File: config.mk
export PLATFORM = sky130hd
export DESIGN_NAME = bus_uart_tx
export DESIGN_NICKNAME = d
export VERILOG_FILES = /design/src/rtl/bus_uart_tx_pkg.sv /design/src/rtl/bus_uart_tx_sync_fifo.sv /design/src/rtl/bus_uart_tx.sv
export SDC_FILE = /design/constraint.sdc
export NUM_CORES = 1
export LEC_CHECK = 0
export CAP_MARGIN = 20
export CORE_MARGIN = 4
export CORE_UTILIZATION = 52
export CTS_CLUSTER_DIAMETER = 100
export CTS_CLUSTER_SIZE = 20
export DETAILED_ROUTE_END_ITERATION = 16
export HOLD_SLACK_MARGIN = 0.08
export PLACE_DENSITY = 0.8
export SLEW_MARGIN = 20
export SYNTH_ARGS = -nofsm -noshare
export SYNTH_HDL_FRONTEND = slang
export SYNTH_HIERARCHICAL = 1
export SYNTH_SLANG_ARGS = --single-unit
File: constraint.sdc
create_clock -name clk -period 3.1 [get_ports clk]
set_input_delay 0.465 -clock clk [delete_from_list [all_inputs] [get_ports clk]]
set_output_delay 0.465 -clock clk [all_outputs]
set_load 0.05 [all_outputs]
File: src/rtl/bus_uart_tx_pkg.sv
// bus_uart_tx_pkg: register offsets, STATUS bit layout and TX state encoding shared by the UART blocks
package bus_uart_tx_pkg;
    localparam logic [1:0] UART_REG_DATA   = 2'd0;
    localparam logic [1:0] UART_REG_STATUS = 2'd1;
    localparam logic [1:0] UART_REG_CTRL   = 2'd2;
    localparam int ST_BUSY   = 0;
    localparam int ST_FULL   = 1;
    localparam int ST_EMPTY  = 2;
    localparam int ST_OVF    = 3;
    localparam int ST_CNT_LO = 8;
    typedef enum logic [1:0] {
        TX_IDLE  = 2'd0,
        TX_START = 2'd1,
        TX_DATA  = 2'd2,
        TX_STOP  = 2'd3
    } tx_state_e;
endpackage

File: src/rtl/bus_uart_tx_sync_fifo.sv
// bus_uart_tx_sync_fifo: synchronous FIFO; a push into a full FIFO is accepted only alongside a pop
module bus_uart_tx_sync_fifo #(
    parameter int WIDTH = 8,
    parameter int DEPTH = 8
) (
    input  logic                     clk,
    input  logic                     reset,
    input  logic                     push,
    input  logic                     pop,
    input  logic [WIDTH-1:0]         wdata,
    output logic [WIDTH-1:0]         rdata,
    output logic                     full,
    output logic                     empty,
    output logic [$clog2(DEPTH):0]   count
);
    localparam int AW = $clog2(DEPTH);
    localparam int CW = AW + 1;
    logic [WIDTH-1:0] mem_q [DEPTH];
    logic [WIDTH-1:0] mem_d [DEPTH];
    logic [AW-1:0] wr_ptr_q, wr_ptr_d, rd_ptr_q, rd_ptr_d;
    logic [CW-1:0] count_q, count_d;
    logic push_ok, pop_ok;
    assign full  = count_q == CW'(DEPTH);
    assign empty = count_q == '0;
    assign rdata = mem_q[rd_ptr_q];
    assign count = count_q;
    always_comb begin
        pop_ok   = pop & ~empty;
        push_ok  = push & (~full | pop_ok);
        mem_d    = mem_q;
        if (push_ok) mem_d[wr_ptr_q] = wdata;
        wr_ptr_d = wr_ptr_q + AW'(push_ok);
        rd_ptr_d = rd_ptr_q + AW'(pop_ok);
        count_d  = count_q + CW'(push_ok) - CW'(pop_ok);
    end
    always_ff @(posedge clk or negedge reset) begin
        if (!reset) begin
            mem_q    <= '{default: '0};
            wr_ptr_q <= '0;
            rd_ptr_q <= '0;
            count_q  <= '0;
        end else begin
            mem_q    <= mem_d;
            wr_ptr_q <= wr_ptr_d;
            rd_ptr_q <= rd_ptr_d;
            count_q  <= count_d;
        end
    end
endmodule

File: src/rtl/bus_uart_tx.sv
// bus_uart_tx: memory-mapped 8N1 UART transmitter with TX FIFO and RAM-like registered reads
module bus_uart_tx
    import bus_uart_tx_pkg::*;
#(
    parameter logic [31:0] BASE_ADDR  = 32'hF000_0000,
    parameter int          CLK_DIV    = 16,
    parameter int          FIFO_DEPTH = 8
) (
    input  logic        clk,
    input  logic        reset,
    input  logic [31:0] address,
    input  logic [31:0] dataIn,
    input  logic        busWriteEnable,
    output logic [31:0] dataOut,
    output logic        hit,
    output logic        txd
);
    localparam int CW = $clog2(FIFO_DEPTH) + 1;
    localparam int BW = $clog2(CLK_DIV);
    localparam logic [BW-1:0] BAUD_MAX = BW'(CLK_DIV - 1);
    logic sel, push, pop, clr_ovf, full, empty, baud_done, unused_bits;
    logic [1:0] reg_sel;
    logic [CW-1:0] count;
    logic [7:0] rdata;
    logic [31:0] status;
    logic wr_data_q, wr_data_d, ovf_q, ovf_d, hit_q, hit_d, txd_q, txd_d;
    logic [31:0] data_out_q, data_out_d;
    tx_state_e state_q, state_d;
    logic [BW-1:0] baud_q, baud_d;
    logic [2:0] bit_q, bit_d;
    logic [7:0] shift_q, shift_d;
    assign unused_bits = ^{address[1:0], dataIn[31:8]};
    assign dataOut = data_out_q;
    assign hit = hit_q;
    assign txd = txd_q;
    assign baud_done = baud_q == '0;
    bus_uart_tx_sync_fifo #(.WIDTH(8), .DEPTH(FIFO_DEPTH)) u_fifo (
        .clk(clk), .reset(reset), .push(push), .pop(pop), .wdata(dataIn[7:0]),
        .rdata(rdata), .full(full), .empty(empty), .count(count)
    );
    // Only the first cycle of a held DATA store pushes.
    always_comb begin
        sel        = address[31:4] == BASE_ADDR[31:4];
        reg_sel    = address[3:2];
        wr_data_d  = sel & busWriteEnable & (reg_sel == UART_REG_DATA);
        push       = wr_data_d & ~wr_data_q;
        clr_ovf    = sel & busWriteEnable & (reg_sel == UART_REG_CTRL) & dataIn[0];
        ovf_d      = clr_ovf ? 1'b0 : ovf_q | (push & full & ~pop);
        status     = '0;
        status[ST_BUSY]  = state_q != TX_IDLE;
        status[ST_FULL]  = full;
        status[ST_EMPTY] = empty;
        status[ST_OVF]   = ovf_q;
        status[ST_CNT_LO +: 4] = 4'(count);
        data_out_d = (sel && reg_sel == UART_REG_STATUS) ? status : '0;
        hit_d      = sel;
    end
    always_comb begin
        state_d = state_q;
        baud_d  = (state_q == TX_IDLE) ? '0 : (baud_done ? BAUD_MAX : baud_q - 1'b1);
        bit_d   = bit_q;
        shift_d = shift_q;
        txd_d   = txd_q;
        pop     = 1'b0;
        case (state_q)
            TX_IDLE: if (!empty) begin
                pop     = 1'b1;
                shift_d = rdata;
                state_d = TX_START;
                baud_d  = BAUD_MAX;
                txd_d   = 1'b0;
            end
            TX_START: if (baud_done) begin
                state_d = TX_DATA;
                bit_d   = '0;
                txd_d   = shift_q[0];
            end
            TX_DATA: if (baud_done) begin
                if (bit_q == 3'd7) begin
                    state_d = TX_STOP;
                    txd_d   = 1'b1;
                end else begin
                    bit_d   = bit_q + 3'd1;
                    shift_d = shift_q >> 1;
                    txd_d   = shift_q[1];
                end
            end
            // Popping on the last STOP cycle chains frames without an idle gap.
            TX_STOP: if (baud_done) begin
                pop     = !empty;
                shift_d = rdata;
                state_d = empty ? TX_IDLE : TX_START;
                txd_d   = empty;
            end
        endcase
    end
    always_ff @(posedge clk or negedge reset) begin
        if (!reset) begin
            wr_data_q  <= 1'b0;
            ovf_q      <= 1'b0;
            hit_q      <= 1'b0;
            data_out_q <= '0;
            state_q    <= TX_IDLE;
            baud_q     <= '0;
            bit_q      <= '0;
            shift_q    <= '0;
            txd_q      <= 1'b1;
        end else begin
            wr_data_q  <= wr_data_d;
            ovf_q      <= ovf_d;
            hit_q      <= hit_d;
            data_out_q <= data_out_d;
            state_q    <= state_d;
            baud_q     <= baud_d;
            bit_q      <= bit_d;
            shift_q    <= shift_d;
            txd_q      <= txd_d;
        end
    end
endmodule

After elaboration in Yosys (flattened, before gate mapping). Cells that the tools add are included.

Word-level logic and storage cells: 111. Memories kept: 0. Latch bits: 0. Flip-flop bits (word level): 107. Output and inout bits: 34. RAM bits: 0. Bits in read-only memories: 0. Input bits: 67.

Reduce and logical (&&, ||, !) cells: 14. Bitwise gates (word level): 17. Muxes and demuxes: 37. Shift-type cells: 0. Magnitude comparators: 3. Div/mod/pow operators: 0. $add $sub $neg: 6. Eq/ne operators: 14. $mul: 0.

Operators with widths (count): bitwise mux 64 bit (1); two-way mux 8 bit (7); equality test 28 bit (second input constant) (1); binary-select mux 8 bit (select 3 bit) (1); demux 8 bit (select 3 bit) (1); one-hot mux 8 bit (3 select lines) (1); two-way mux 4 bit (4); two-way mux 12 bit (1); != test 2 bit (second input constant) (6); two-way mux 2 bit (5); AND reduction 5 bit (2); bitwise AND 1 bit (9); two-way mux 1 bit (9); two-way mux 3 bit (3); greater-or-equal comparator 4 bit (second input constant) (2); logical NOT 4 bit (2); NOT 3 -> 4 bit (2); one-hot mux 2 bit (4 select lines) (1); AND reduction 4 bit (2); adder 3 x 1 -> 3 bit (2); equality test 2 bit (second input constant) (3); one-hot mux 3 bit (2 select lines) (1); adder 4 x 1 -> 4 bit (1); equality test 2 x 1 -> 1 bit (second input constant) (2); other kinds (15) (22).

Longest topological paths before layout. Gate-level depths: netlist of run 1.

Word-level depth: 9. Gate-level depth with buffers: 11. Gate-level depth less buffers: 11.

Modules after synthesis. Netlist of run 1, hierarchy kept.

Modules (own cells, without submodules): bus_uart_tx_sync_fifo (area an instance 3500.9 sq um, cells an instance 219, times used 1); bus_uart_tx (area an instance 1679.1 sq um, cells an instance 168, times used 1).

Worst setup path before layout of run 1. Ideal clock, no wire load.

Path type: input to register. Start point: input port address[13]. End point: register u_fifo/mem_q[16] in the netlist's numbering. Arrival time: 2.580 ns. Cell stages on the path: 8. Path buffers: 1. Library setup time: 0.125 ns. Required time: 2.975 ns. Setup slack: 0.395 ns. Cell sequence: nor4b_1 -> nand4_1 -> or2_2 -> nor3_1 -> buf_2 -> nand2_1 -> a2111oi_4 -> mux2_2.

Word-level cells in the longest chain between the ends: 5.

RTL lines: start, declared (RTL line bus_uart_tx.sv:11) `input logic [31:0] address,`; equality test 28 bit (RTL line bus_uart_tx.sv:43) `sel = address[31:4] == BASE_ADDR[31:4];`; bitwise AND 1 bit (2 in a row) (RTL line bus_uart_tx.sv:45) `wr_data_d = sel & busWriteEnable & (reg_sel == UART_REG_DATA);`; bitwise AND 1 bit (RTL line bus_uart_tx.sv:46) `push = wr_data_d & ~wr_data_q;`; net push (RTL line bus_uart_tx.sv:21) `logic sel, push, pop, clr_ovf, full, empty, baud_done, unused_bits;`; bitwise AND 1 bit (RTL line bus_uart_tx_sync_fifo.sv:29) `push_ok = push & (~full | pop_ok);`; end signal, assigned (RTL line bus_uart_tx_sync_fifo.sv:43) `mem_q <= mem_d;`; end, declared (RTL line bus_uart_tx_sync_fifo.sv:18) `logic [WIDTH-1:0] mem_q [DEPTH];`.

The timed path passes the listed nets, and every way through them passes these cells. A chain may end at the register's enable or synchronous reset.

Worst setup path in the final report of run 1.
Start point: input port address[20]. End point: register u_fifo/mem_q[23] in the netlist's numbering.

The elaborated chain is that of the path after synthesis.

==> results of run 1 <==
-- how the worst max path moves through the flow --
stage | from | end | slack (ns)
detailed placement | address[20] | u_fifo/mem_q[23]$_DFFE_PN0P_ | -0.20
global route | address[20] | u_fifo/mem_q[31]$_DFFE_PN0P_ | 0.06
CTS | address[20] | u_fifo/mem_q[23]$_DFFE_PN0P_ | 0.18
global placement | address[5] | u_fifo/mem_q[20]$_DFFE_PN0P_ | -0.08
finish | address[20] | u_fifo/mem_q[23]$_DFFE_PN0P_ | 0.19
floorplan | address[13] | u_fifo/mem_q[16]$_DFFE_PN0P_ | 0.40
-- worst max-delay path, cell delays in order --
cell and delay (ns):
clkdlybuf4s50_1 0.41, nor4b_1 0.41, nand3_1 0.16, or2_2 0.31
nor3_1 0.19, buf_4 0.17, nand2_1 0.11, a2111oi_4 0.40
buf_12 0.18, mux2_2 0.33
-- sequential cells by signal, indices dropped and copies added, names as in the netlist --
| signal | cells |
|---|---|
| wr_data_q | 1 |
| u_fifo/count | 4 |
| hit | 1 |
| state_q | 2 |
| bit_q | 3 |
| txd | 1 |
| ovf_q | 1 |
| u_fifo/rd_ptr_q | 3 |
| u_fifo/wr_ptr_q | 3 |
| shift_q | 8 |
| dataOut | 8 |
| u_fifo/mem_q | 64 |
| baud_q | 4 |
-- synth_stat cells, types with 3 or more instances --
cell type / count
a21oi_2: 8
ha_1: 17
o22ai_1: 8
buf_4: 26
and2_1: 8
nand2_1: 6
a21oi_1: 6
dfrtp_1: 102
mux2i_1: 4
nor3b_1: 3
xor2_1: 3
nand2b_1: 4
buf_2: 5
inv_1: 22
mux2_2: 73
buf_6: 4
o21ai_0: 6
mux4_2: 16
nor2_1: 9
nor3_1: 6
o31ai_1: 4
nor4_1: 4
nand3_1: 4
-- power breakdown --
part | leakage (nW) | switching, mW | internal, mW
Clock | 0.117 | 0.438 | 0.502
Combinational | 1.39 | 0.108 | 0.0494
Sequential | 1.39 | 0.000000219 | 1.34
Total | 2.89 | 0.546 | 1.89
-- cells by family after synthesis --
kind of cell / synth area share
multiplexers: 0.236
adder cells (fa/ha/maj): 0.0449
AO/OA/AOI/OAI: 0.0725
buffers and inverters: 0.0705
XOR/XNOR: 0.00846
AND/OR/NAND/NOR: 0.0691
other: 0.000724
flip-flops: 0.498
-- metal layers --
metal  up-vias  part of all wire  global-route usage
met5         -                 0                   0
met4         0             0.010              0.0586
met3        11             0.057              0.0438
met2        72              0.51               0.309
met1      1616              0.43               0.228
li1       1481                 -                   -
-- per-stage QoR --
step / cells / cell area [um^2] / setup TNS, ns / hold WS [ns]
3_3_place_gp: 573 / 5840 / -0.904 / 0.465
4_1_cts: 589 / 6070 / 0 / 0.332
6_report: 589 / 6080 / 0 / 0.136
5_1_grt: 589 / 6080 / 0 / 0.205
3_5_place_dp: 573 / 5840 / -6.32 / 0.476
2_1_floorplan: 410 / 5270 / 0 / 0.169
-- timing repair --
| item | CTS | global route |
|---|---|---|
| setup buffers | 0 | 0 |
| gates resized for setup | 0 | 1 |
| hold buffers | 0 | 0 |
| endpoints found under the setup margin | 0 | 9 |
-- final cells by class --
type / instances / area [um^2] / share of cell area
Sequential cell: 103 / 2580 / 0.424
Multi-Input combinational cell: 246 / 2330 / 0.383
Timing Repair Buffer: 68 / 687 / 0.113
Tap cell: 133 / 166 / 0.0274
Clock buffer: 12 / 155 / 0.0255
Inverter: 23 / 88.8 / 0.0146
Clock inverter: 4 / 77.6 / 0.0128
==> flow_metrics.py, run 1 <==
metrics = {
    "outcome": {
        "status": "complete, no violations",
    },
    "floorplan": {
        "coreArea_um2": 9730,
        "floorplan.die.width_um": 108,
        "initial_core_util": 0.532,
        "die_area_um2": 11600,
        "ios": 101,
        "die_y_um": 108,
        "placementRows": 36,
    },
    "detailed_routing": {
        "route.detailed.drc": 0,
        "ant_nets": 0,
        "drt_wl_total_um": 10000,
        "drtIter0Drc": 163,
        "routedWlPerCell_um": 17.0,
        "dr.pass1.iters": 4,
        "routed-via-count": 3180,
        "via_per_inst": 5.40,
    },
    "sta": {
        "maxSlewHeadroom": 0.437,
        "drv_slew": 0,
        "min_period_over_period": 0.940,
        "max_freq_mhz": 343,
        "skew_ns": 0.00841,
        "setup_viol": 0,
        "worst_slack_ns": 0.187,
        "worstMarginPinSlew_ns": 0.845,
        "hold_violations": 0,
        "fin_crit_ns": 2.91,
        "rsz0062_at_grt": "false",
    },
    "setup_path": {
        "crit_fanout": 8,
        "critPathArrivalTime_ns": 3.16,
        "critPathLaunchType": "primary input",
        "worst_ep_required_time_ns": 3.35,
        "r2r_start": "baud_q[0]$_DFF_PN0_",
        "path_class": "primary input to register",
        "r2r_setup_slack_ns": 0.40,
        "r2r_end": "u_fifo/mem_q[23]$_DFFE_PN0P_",
        "endpoint_kind": "register",
        "r2r_cells": 9,
    },
    "cts": {
        "cts_buffer_depth": 2,
        "insertion_delay_ns": 0.36,
        "cts-buffers-inserted": 9,
        "cts-root-buf": "clkbuf_8",
        "clock-sinks": 103,
        "cts_tree": "built",
        "clkTransAtPathRegs_ns": 0.09,
        "htree_levels": 3,
    },
    "pwr": {
        "power-per-cell-area_nw_per_um2": 401,
        "vdd.ir_drop.worst_v": 0.000254,
        "p_total_mw": 2.44,
        "leakage_nw": 2.89,
    },
    "grt": {
        "antenna_found_initial": 0,
        "grt_pass1_vias": 3315,
        "grt_max_degree": 90,
        "grt_util_all_layers": 0.181,
        "gr-total-overflow": 0,
        "grt_pass1_wl_um": 16300,
    },
    "placed_design": {
        "dpl_worst_slack_ns": -0.195,
        "io_buffers": 50,
        "dpl.hpwl_um": 7030,
        "gp_congestion": 0.760,
    },
    "yosys": {
        "yosys.area.top_type": "dfrtp_1",
        "synth_area_leaders": "dfrtp_1 49%, mux2_2 16%, mux4_2 7.0%, ha_1 4.1%, buf_4 3.8%",
        "seq_area_frac_synth": 0.498,
        "ys.flop_type": "dfrtp_1",
        "syn_area_um2": 5180,
        "syn_inst": 387,
        "synth_top_area_share": 0.493,
        "synth_edf_count": 0,
        "yosys_warnings": 6,
        "avgSynthCellArea_um2": 13.4,
        "ys_seq_elements": 103,
        "async_reset_ff_frac": 1.00,
        "synth_cell_types": 52,
    },
    "run": {
        "max_cap_violations": 0,
    },
    "final_layout": {
        "postLayoutCoreUtil": 0.625,
        "final_nets": 536,
        "syn_to_final_growth_pct": 17.4,
        "fillCellCount": 752,
        "final_cell_mix": "102 x dfrtp_1, 73 x mux2_2, 49 x clkdlybuf4s50_1, 24 x conb_1, 22 x inv_1",
        "mostFrequentLayoutCell": "dfrtp_1",
        "final_layout_size_suffix_gt1_frac": 0.322,
        "num_antenna_cells": 0,
    },
    "min_path": {
        "hp-class": "primary input to asynchronous set/reset pin",
    },
}
No activity file was read; power rests on OpenSTA's default activity.
==> inputs of run 2 (changes only) <==
--- a/config.mk
+++ b/config.mk
@@ -7,12 +7,12 @@
 export LEC_CHECK = 0
 export CAP_MARGIN = 20
 export CORE_MARGIN = 4
-export CORE_UTILIZATION = 52
+export CORE_UTILIZATION = 45
 export CTS_CLUSTER_DIAMETER = 100
 export CTS_CLUSTER_SIZE = 20
 export DETAILED_ROUTE_END_ITERATION = 16
+export DONT_BUFFER_PORTS = 1
 export HOLD_SLACK_MARGIN = 0.08
-export PLACE_DENSITY = 0.8
 export SLEW_MARGIN = 20
 export SYNTH_ARGS = -nofsm -noshare
 export SYNTH_HDL_FRONTEND = slang
==> run 2 against run 1 <==
Against the previous run: fmax grew 5.0%; register-to-register slack lost 0.07 ns; final cell count shrank 8.5%; utilization shrank 12 points; via count shrank 7.9%; combinational power shrank 37%; design area shrank 8.2%; first-iteration DRC count shrank 28%; clock skew shrank 0.0021 ns.
==> flow_metrics.py, run 2 (synthesis gave the netlist of run 1 again) <==
metrics = {
    "outcome": {
        "status": "complete, no violations",
    },
    "grt": {
        "grt_util_all_layers": 0.155,
        "grt_pass1_vias": 2995,
        "antenna_found_initial": 0,
        "grt_max_degree": 104,
        "gr-total-overflow": 0,
        "grt_pass1_wl_um": 15900,
    },
    "min_path": {
        "hold_path_depth": 1,
        "min_to": "u_fifo/mem_q[10]$_DFFE_PN0P_",
        "hp-class": "primary input to register",
        "hp-start": "dataIn[2]",
    },
    "cts": {
        "cts-buffers-inserted": 9,
        "cts_tree": "built",
        "clkTransAtPathRegs_ns": 0.07,
        "cts-root-buf": "clkbuf_16",
        "htree_levels": 3,
        "insertion_delay_ns": 0.34,
        "cts_buffer_depth": 2,
        "clock-sinks": 103,
        "postCtsSetupBuffers": 0,
    },
    "setup_path": {
        "critPathLaunchType": "register",
        "path_class": "register to register",
        "r2r_start": "baud_q[0]$_DFF_PN0_",
        "crit_fanout": 8,
        "r2r_end": "u_fifo/mem_q[55]$_DFFE_PN0P_",
        "r2r_cells": 8,
        "critPathArrivalTime_ns": 3.00,
        "endpoint_kind": "register",
        "worst_ep_required_time_ns": 3.33,
        "r2r_setup_slack_ns": 0.33,
    },
    "sta": {
        "min_period_over_period": 0.895,
        "rsz0062_at_grt": "false",
        "setup_viol": 0,
        "fin_hold_ws_ns": 0.267,
        "maxSlewHeadroom": 0.456,
        "worst_slack_ns": 0.325,
        "drv_slew": 0,
        "max_freq_mhz": 360,
        "hold_violations": 0,
        "skew_ns": 0.00629,
        "worstMarginPinSlew_ns": 0.815,
        "fin_crit_ns": 2.77,
        "tns_ns": 0,
    },
    "floorplan": {
        "floorplan.die.width_um": 115,
        "placementRows": 38,
        "initial_core_util": 0.470,
        "ios": 101,
        "die_y_um": 115,
        "coreArea_um2": 11000,
        "die_area_um2": 13300,
    },
    "placed_design": {
        "gp_congestion": 0.727,
        "dpl_worst_slack_ns": 0.150,
        "placed_cells": 521,
        "dpl.hpwl_um": 6530,
        "io_buffers": 0,
    },
    "final_layout": {
        "regArea_um2": 2580,
        "stdcell_count": 539,
        "multi_input_area_um2": 2330,
        "fillCellCount": 942,
        "largest_register_ff_count": 64,
        "syn_to_final_growth_pct": 7.80,
        "final_nets": 479,
        "mostFrequentLayoutCell": "dfrtp_1",
        "final_cell_mix": "102 x dfrtp_1, 73 x mux2_2, 24 x conb_1, 22 x inv_1, 17 x ha_1",
        "num_antenna_cells": 0,
        "final_layout_size_suffix_gt1_frac": 0.348,
        "top_register": "u_fifo/mem_q",
    },
    "pwr": {
        "p_sw_uw": 572,
        "swShare": 0.221,
        "p_seq_frac": 0.518,
        "pwr-share-clk": 0.443,
        "leakage_nw": 2.69,
        "power_frac_comb": 0.038,
        "power-per-cell-area_nw_per_um2": 464,
        "p_int_mw": 2.02,
        "vdd.ir_drop.worst_v": 0.000314,
    },
    "detailed_routing": {
        "routedWlPerCell_um": 17.9,
        "drtIter0Drc": 118,
        "drt_wl_total_um": 9640,
        "dr.pass1.iters": 4,
        "via_per_inst": 5.43,
        "ant_nets": 0,
        "routed-via-count": 2928,
        "route.detailed.drc": 0,
    },
    "run": {
        "max_cap_violations": 0,
    },
}
==> run 2: power by group through the flow <==
stage	Clock [mW]	Sequential, mW	Combinational (mW)
final	1.15	1.34	0.0995
after global routing	1.23	1.34	0.108
after CTS	1.18	1.34	0.101
after detailed placement	0	1.37	0.0683
after global placement	0	1.37	0.0682
after floorplan	0	1.37	0.0918
==> run 2: routing by layer <==
layer  part of all wire  vias up  track usage  routed length, um
met2               0.47       36        0.241               4530
met3              0.028       15       0.0300                272
met1               0.49     1508        0.221               4710
met4              0.014        0       0.0485                138
met5                  0        -            0                  0
li1                   -     1369            -                  -
==> run 2: critical path, stage by stage (launching register included) <==
cell	delay, ns
dfrtp_1	0.39
inv_1	0.10
ha_1	0.18
nor3b_1	0.25
a21oi_1	0.14
nor3_2	0.26
nand2b_1	0.28
a2111o_1	0.69
mux2_2	0.35
==> run 2: what timing repair did <==
action                                  CTS  global route
hold buffers                              2             0
resized for setup                         0             1
endpoints found under the hold margin   103             0
endpoints found under the setup margin    0            17
==> run 2: worst max path at each step <==
stage	start	end	slack (ns)
6_report	baud_q[0]$_DFF_PN0_	u_fifo/mem_q[55]$_DFFE_PN0P_	0.33
5_1_grt	baud_q[0]$_DFF_PN0_	u_fifo/mem_q[54]$_DFFE_PN0P_	0.08
4_1_cts	baud_q[0]$_DFF_PN0_	u_fifo/mem_q[55]$_DFFE_PN0P_	0.16
3_5_place_dp	address[13]	u_fifo/mem_q[26]$_DFFE_PN0P_	0.15
3_3_place_gp	address[5]	u_fifo/mem_q[30]$_DFFE_PN0P_	0.21
2_1_floorplan	address[13]	u_fifo/mem_q[16]$_DFFE_PN0P_	0.40
==> run 2: per-stage QoR <==
stage	power, mW	cell area (um^2)	util
CTS	2.63	5580	0.506
global placement	1.44	5230	0.474
floorplan	1.46	5270	-
global route	2.68	5580	0.506
detailed placement	1.44	5230	0.474
finish	2.59	5580	0.506
==> run 2: final cells by class <==
type                    count  share of cell area
well taps                 140              0.0314
multi-input cells         246               0.417
repair buffers             11              0.0188
clock buffers              11              0.0453
clock inverters             5              0.0101
flip-flops and latches    103               0.462
inverters                  23              0.0159
